==> src/rtl/metro_gate_ctrl.sv <==
// rtl/metro_gate_ctrl.sv - access-gate controller: code range check, timed door, lockout, emergency override
module metro_gate_ctrl #(
   parameter int CODE_W         = 4,
   parameter int CODE_MIN       = 4,
   parameter int CODE_MAX       = 11,
   parameter int OPEN_CYCLES    = 8,
   parameter int LOCKOUT_CYCLES = 16,
   parameter int TMR_W          = 5,
   parameter int MAX_FAILS      = 3,
   parameter int FAIL_W         = 2,
   parameter int CNT_W          = 16
) (
   input  logic              clk,
   input  logic              reset_n,
   input  logic              validate_code,
   input  logic [CODE_W-1:0] access_code,
   input  logic              pass_sensor,
   input  logic              emergency,
   output logic              opendoor,
   output logic              deny,
   output logic              locked,
   output logic [FAIL_W-1:0] fail_count,
   output logic [CNT_W-1:0]  pass_count,
   output logic [2:0]        state_out
);

   typedef enum logic [2:0] {
      IDLE    = 3'b000,
      CHECK   = 3'b001,
      GRANT   = 3'b010,
      DENIED  = 3'b011,
      LOCKOUT = 3'b100,
      EMERG   = 3'b101
   } state_t;

   // Bounds and terminal timer values sized to the registers they are compared with
   localparam logic [CODE_W-1:0] CODE_LO    = CODE_W'(CODE_MIN);
   localparam logic [CODE_W-1:0] CODE_HI    = CODE_W'(CODE_MAX);
   localparam logic [TMR_W-1:0]  OPEN_LAST  = TMR_W'(OPEN_CYCLES - 1);
   localparam logic [TMR_W-1:0]  LOCK_LAST  = TMR_W'(LOCKOUT_CYCLES - 1);
   localparam logic [FAIL_W-1:0] FAIL_LIMIT = FAIL_W'(MAX_FAILS);

   state_t              state;
   state_t              state_next;
   logic [CODE_W-1:0]   code_reg;
   logic [CODE_W-1:0]   code_next;
   logic [TMR_W-1:0]    timer;
   logic [TMR_W-1:0]    timer_next;
   logic [FAIL_W-1:0]   fail_next;
   logic [CNT_W-1:0]    pass_next;
   logic                code_ok;
   logic                grant_done;
   logic                lock_done;

   // Range check always uses the captured code, never the live input
   assign code_ok    = (code_reg >= CODE_LO) && (code_reg <= CODE_HI);
   assign grant_done = pass_sensor || (timer == OPEN_LAST);
   assign lock_done  = (timer == LOCK_LAST);

   // Next-state selection; emergency overrides every other transition
   always_comb begin
      state_next = state;
      if (emergency) begin
         state_next = EMERG;
      end else begin
         case (state)
            IDLE:    if (validate_code) state_next = CHECK;
            CHECK:   state_next = code_ok ? GRANT : DENIED;
            DENIED:  state_next = (fail_count == FAIL_LIMIT) ? LOCKOUT : IDLE;
            GRANT:   if (grant_done) state_next = IDLE;
            LOCKOUT: if (lock_done) state_next = IDLE;
            EMERG:   state_next = IDLE;
            default: state_next = IDLE;
         endcase
      end
   end

   // Dwell timer runs only while staying in GRANT or LOCKOUT, zero otherwise
   always_comb begin
      timer_next = '0;
      if ((state_next == state) && ((state == GRANT) || (state == LOCKOUT))) begin
         timer_next = timer + TMR_W'(1);
      end
   end

   // Code capture, failure and passage bookkeeping; all frozen when emergency is asserted
   always_comb begin
      code_next = code_reg;
      fail_next = fail_count;
      pass_next = pass_count;
      if (!emergency) begin
         case (state)
            IDLE: begin
               if (validate_code) code_next = access_code;
            end
            CHECK: begin
               if (code_ok) begin
                  fail_next = '0;
                  if (pass_count != '1) pass_next = pass_count + CNT_W'(1);
               end else if (fail_count != '1) begin
                  fail_next = fail_count + FAIL_W'(1);
               end
            end
            LOCKOUT: begin
               if (lock_done) fail_next = '0;
            end
            EMERG: begin
               fail_next = '0;
            end
            default: begin
            end
         endcase
      end
   end

   // State and counter registers with asynchronous clear
   always_ff @(posedge clk or negedge reset_n) begin
      if (!reset_n) begin
         state      <= IDLE;
         code_reg   <= '0;
         timer      <= '0;
         fail_count <= '0;
         pass_count <= '0;
      end else begin
         state      <= state_next;
         code_reg   <= code_next;
         timer      <= timer_next;
         fail_count <= fail_next;
         pass_count <= pass_next;
      end
   end

   // Outputs are pure decodes of the registered state
   always_comb begin
      opendoor  = (state == GRANT) || (state == EMERG);
      deny      = (state == DENIED);
      locked    = (state == LOCKOUT);
      state_out = state;
   end

endmodule

==> config.mk <==
export PLATFORM = sky130hd
export DESIGN_NAME = metro_gate_ctrl
export DESIGN_NICKNAME = d
export VERILOG_FILES = /design/src/rtl/metro_gate_ctrl.sv
export SDC_FILE = /design/constraint.sdc
export NUM_CORES = 1
export LEC_CHECK = 0
export BUFFER_PORTS_ARGS = -buffer_cell sky130_fd_sc_hd__buf_4
export CORE_AREA = 5 5 62 64
export CTS_BUF_LIST = sky130_fd_sc_hd__clkbuf_8 sky130_fd_sc_hd__clkbuf_16
export DETAILED_ROUTE_END_ITERATION = 6
export DIE_AREA = 0 0 67 69
export PLACE_DENSITY = 0.72
export SLEW_MARGIN = 20
export SYNTH_ARGS = -nofsm -noshare
export SYNTH_HDL_FRONTEND = slang
export SYNTH_SLANG_ARGS = --single-unit
==> constraint.sdc <==
create_clock -name clk -period 4.65 [get_ports clk]
set_input_delay 0.93 -clock clk [delete_from_list [all_inputs] [get_ports clk]]
set_output_delay 0.93 -clock clk [all_outputs]
set_load 0.02 [all_outputs]
Word level (Yosys, flattened, before mapping)
Cells that the tools add are included.
- order comparisons: 2
- eq/ne operators: 13
- bitwise logic cells: 1
- mux-type cells: 12
- add/sub/neg operators: 3
- reduce and logical (&&, ||, !) cells: 10
- multiply operators: 0
- div/mod/pow operators: 0
- shift-type cells: 0
- operators by type and width (kind ; number):
    adder 16 x 1 -> 16 bit, second input constant ; 1
    inequality test 16 bit, second input constant ; 1
    2-to-1 mux 3 bit ; 5
    one-hot mux 3 bit (5 select lines) ; 1
    AND reduction 4 bit ; 2
    == test 3 x 2 -> 1 bit, second input constant ; 2
    == test 3 bit, second input constant ; 2
    2-to-1 mux 2 bit ; 3
    one-hot mux 2 bit (3 select lines) ; 1
    adder 5 x 1 -> 5 bit, second input constant ; 1
    == test 5 x 3 -> 1 bit, second input constant ; 1
    == test 5 x 4 -> 1 bit, second input constant ; 1
    2-to-1 mux 5 bit ; 1
    >= comparator 4 x 3 -> 1 bit, second input constant ; 1
    <= comparator 4 bit, second input constant ; 1
    == test 3 x 1 -> 1 bit, second input constant ; 1
    == test 3 bit ; 1
    logical NOT 3 bit ; 1
    logical OR 1 bit ; 3
    inequality test 3 bit, second input constant ; 1
    AND reduction 3 bit ; 1
    nonzero test 3 bit ; 1
    adder 2 x 1 -> 2 bit, second input constant ; 1
    == test 2 bit, second input constant ; 1
    5 further kinds ; 6
- memory bits (writable): 0
- memories kept: 0
- latch bits: 0
- input port bits: 9
- output and inout port bits: 24
- bits in read-only memories: 0
- register bits after elaboration: 30

Depth between registers and ports, before layout
- depth after elaboration: 8
- gate-level depth with buffers: 6

Least setup slack after synthesis
No wires, ideal clock.
- path kind: register to output
- start point: register state[0], in the netlist state_out[0]
- end point: output port opendoor
- path slack: 2.542 ns
- cell stages (with the launch flop): 4
- data arrival time: 1.178 ns
- cells stage by stage: dfrtp_1 clkbuf_1 and2b_2 a22o_2
- cells in the longest elaborated chain, start to end: 2
- ends and longest elaborated chain (item ; RTL line ; source):
    start: declaration ; 43 ; state_t state;
    start signal: assignment ; 125 ; state <= state_next;
    == test 3 x 2 -> 1 bit or == test 3 bit (tied branches) ; 135 ; opendoor = (state == GRANT) || (state == EMERG);
    logical OR 1 bit (*) ; 135 ;
    end: declaration ; 19 ; output logic opendoor,
Every way passes the cells marked *; elsewhere a longest branch is shown, timed or not.

Final worst setup path
- start point: register state[1], in the netlist state_out[1]
- end point: output port opendoor
The elaborated chain is that of the path after synthesis.

==> results.md <==
- Run status: finished clean
- Vias in the first global route: 1214
- Count of non-filler cells in the finished layout: 215
- H-tree levels: 1
- Library cell with the largest summed area after synthesis: sky130_fd_sc_hd__dfrtp_1
- Peak supply drop: 0.207 mV
- Post-CTS Setup Inserts: 0
- Syn avg cell area: 11.0 um2
- Tightest Hold Check Type: reg -> reg
- Final Setup Violations: 0
- Max-slew violations: 0
- Antenna-violating nets left: 0
- Combinational group share of total power: 0.293
- Routability congestion estimate from global placement: 0.836
- Post-synth net total: 153
- R2r worst-path depth: 4
- Row Count: 21
- Transition time at the pin with the least slew margin: 0.436 ns
- Overall routing resource usage: 0.143
- Number of buffers inserted by hold repair at cts: 0
- Total of max-cap violations: 0
- Remaining routing DRC violations: 0
- Number of instances in the synthesized netlist: 140
- Final Net Count: 184
- Count of input and output buffers: 30
- Cell-internal power: 413 uW
- Power per Cell Area: 339 nW/um2
- Switching pwr: 210 uW
- Fraction of final layout cells with drive strength greater than 1: 0.308
- Diode count: 0
- Setup crit start kind: flip-flop
- Initial Utilization: 0.478
- Layout Skew: 0.00274 ns
- Number of gates resized after cts: 0
- Drt total wl: 3.04 mm
- Data arrival time at the worst-slack endpoint: 1.52 ns
- Crit path capture type: output port
- 1st-pass router iterations: 4
- Cts bufs inserted: 3
- Overall power consumption: 623 uW
- Final worst hold slack: 0.481 ns
- Top cell type's share of synthesized area: 0.453
- Peak fanout along the critical path: 11
- Total Neg Setup Slack: 0 ns
- Most flop-heavy register: pass_count
- Root buffer cell: sky130_fd_sc_hd__clkbuf_8
- CP Class: reg -> out
- Minimum clock period after layout: 2.45 ns
- Flops & latches, synth: 28
- Relative contribution of the clock network to total power: 0.208
- Core occupancy in the finished layout: 0.568
- Largest net degree at the start of global routing: 29
- First-pass GRT wire length: 5.25 mm
- CTS tree: built
- Proportion of power drawn by flip-flops and latches: 0.499
- Max-Slew Margin vs Limit: 0.708
- Initial antenna violation count: 0
- Maximum clock insertion buffer count: 2
- Depth of the worst hold-timing path: 1
- RSZ-0062 raised after global routing: no
- Die extent in y: 69 um
- Via density: 5.41
- Sequential fraction of the synthesis area: 0.453
- Placed wire-length estimate: 2.27 mm
- Most area-consuming cells after synthesis: sky130_fd_sc_hd__dfrtp_1, sky130_fd_sc_hd__xor2_1, sky130_fd_sc_hd__ha_1, sky130_fd_sc_hd__nand3_1, sky130_fd_sc_hd__nor2_1
- Worst endpoint required time: 3.72 ns
- Final-report hold violation count: 0
- Max reg flops: 16
- Final clock period utilization by the worst path: 0.526
- Clock tree sinks: 28
- Die width: 67 um
- Area of the placeable core: 3230 um2
- # IOs: 33
- Via count: 1164
- Synthesis-to-finish area growth: 18.9%
- Number of instances in the placed design: 212
- Full die area: 4620 um2
- Maximum achievable frequency: 0.409 GHz
- Netlist Area Pre-Place: 1550 um2
- Total number of yosys warnings: 0
- CTS clk-pin slew, worst paths: 0.09 ns
- Global-route congestion overflow total: 0
- Static Leakage: 0.880 nW
- Yosys cell types: 41
- Net Sw Frac: 0.336
- Post-detailed-route wirelength per cell: 14.1 um
- Worst skew pair latency: 0.27 ns
- First-iteration detailed-routing DRC count: 53
==> stage by stage <==
step | cell area, um2 | worst slack (ns)
final | 1840 | 2.20
after global routing | 1840 | 2.11
after CTS | 1840 | 2.20
after detailed placement | 1800 | 2.35
after global placement | 1800 | 2.36
after floorplan | 1550 | 2.54
==> metal layers <==
layer | track usage | wire, um | vias to the layer above
li1 | - | - | 564
met1 | 0.173 | 1280 | 571
met2 | 0.241 | 1580 | 24
met3 | 0.0260 | 123 | 5
met4 | 0.0653 | 54 | 0
met5 | 0 | 0 | -
==> cells in the mapped netlist, drive strengths merged <==
cell type  count
a31oi          1
clkbuf         1
ha             4
o21a           1
nand2          6
xor2          13
nand3         11
dfrtp         28
a22o           1
nor4           3
and4b          1
or2            1
a21o           1
o21ai          2
and2           1
nor3           3
mux2i          1
nand4          6
nand2b         2
mux2           5
o31ai          1
and4           4
inv            3
and2b          1
nor2          13
and3           5
xnor2          5
nand4bb        1
a21oi          6
nor4b          1
a211oi         4
buf            4
==> worst paths after layout <==
check	from	end	slack (ns)
min reg2reg	timer[0]$_DFF_PN0_	timer[0]$_DFF_PN0_	0.48
max	state_out[1]$_DFF_PN0_	opendoor	2.20
min	timer[0]$_DFF_PN0_	timer[0]$_DFF_PN0_	0.48
max in group asynchronous	reset_n	pass_count[15]$_DFFE_PN0P_	3.83
min in group asynchronous	reset_n	state_out[2]$_DFF_PN0_	0.56
max reg2reg	state_out[1]$_DFF_PN0_	pass_count[1]$_DFFE_PN0P_	2.82
==> area by class of cell <==
cell class	instances	area, um2
Inverter	3	11.3
Sequential cell	28	701
Clock buffer	3	41.3
Tap cell	46	57.6
Fill cell	289	1400
Multi-Input combinational cell	104	793
Timing Repair Buffer	31	233
==> critical path, stage by stage (launching register included) <==
cell and delay (ns):
sky130_fd_sc_hd__dfrtp_1 0.58, sky130_fd_sc_hd__and2b_2 0.27, sky130_fd_sc_hd__a22o_2 0.25, sky130_fd_sc_hd__buf_4 0.15
==> placed cells by master (no fill, tap or decap), types with 2 or more instances in the layout <==
cell type                  count
sky130_fd_sc_hd__a211oi_2      3
sky130_fd_sc_hd__a21oi_1       5
sky130_fd_sc_hd__and3_1        5
sky130_fd_sc_hd__and4_1        3
sky130_fd_sc_hd__buf_4        31
sky130_fd_sc_hd__clkbuf_8      3
sky130_fd_sc_hd__dfrtp_1      28
sky130_fd_sc_hd__ha_1          4
sky130_fd_sc_hd__inv_1         3
sky130_fd_sc_hd__mux2_1        2
sky130_fd_sc_hd__mux2_2        3
sky130_fd_sc_hd__nand2_1       6
sky130_fd_sc_hd__nand2b_1      2
sky130_fd_sc_hd__nand3_1      10
sky130_fd_sc_hd__nand4_1       6
sky130_fd_sc_hd__nor2_1       13
sky130_fd_sc_hd__nor3_1        2
sky130_fd_sc_hd__nor4_2        3
sky130_fd_sc_hd__o21ai_1       2
sky130_fd_sc_hd__xnor2_1       5
sky130_fd_sc_hd__xor2_1       12
==> power groups by stage <==
stage | sequential (mW) | combinational [mW] | clock [mW]
global route | 0.318 | 0.201 | 0.142
finish | 0.311 | 0.182 | 0.130
detailed placement | 0.316 | 0.186 | 0
floorplan | 0.334 | 0.0991 | 0
global placement | 0.314 | 0.181 | 0
CTS | 0.311 | 0.186 | 0.134
==> cells by family (layout without fill, tap and decap cells) <==
group / count (synthesis) / count (layout) / share of synthesized area
flip-flops: 28 / 28 / 0.453
AO/OA/AOI/OAI: 17 / 17 / 0.0826
buffers and inverters: 8 / 37 / 0.0332
adder cells (fa/ha/maj): 4 / 4 / 0.0324
AND/OR/NAND/NOR: 59 / 59 / 0.249
multiplexers: 6 / 6 / 0.0429
XOR/XNOR: 18 / 18 / 0.107
Note: power is estimated with default switching activity, not from simulation.
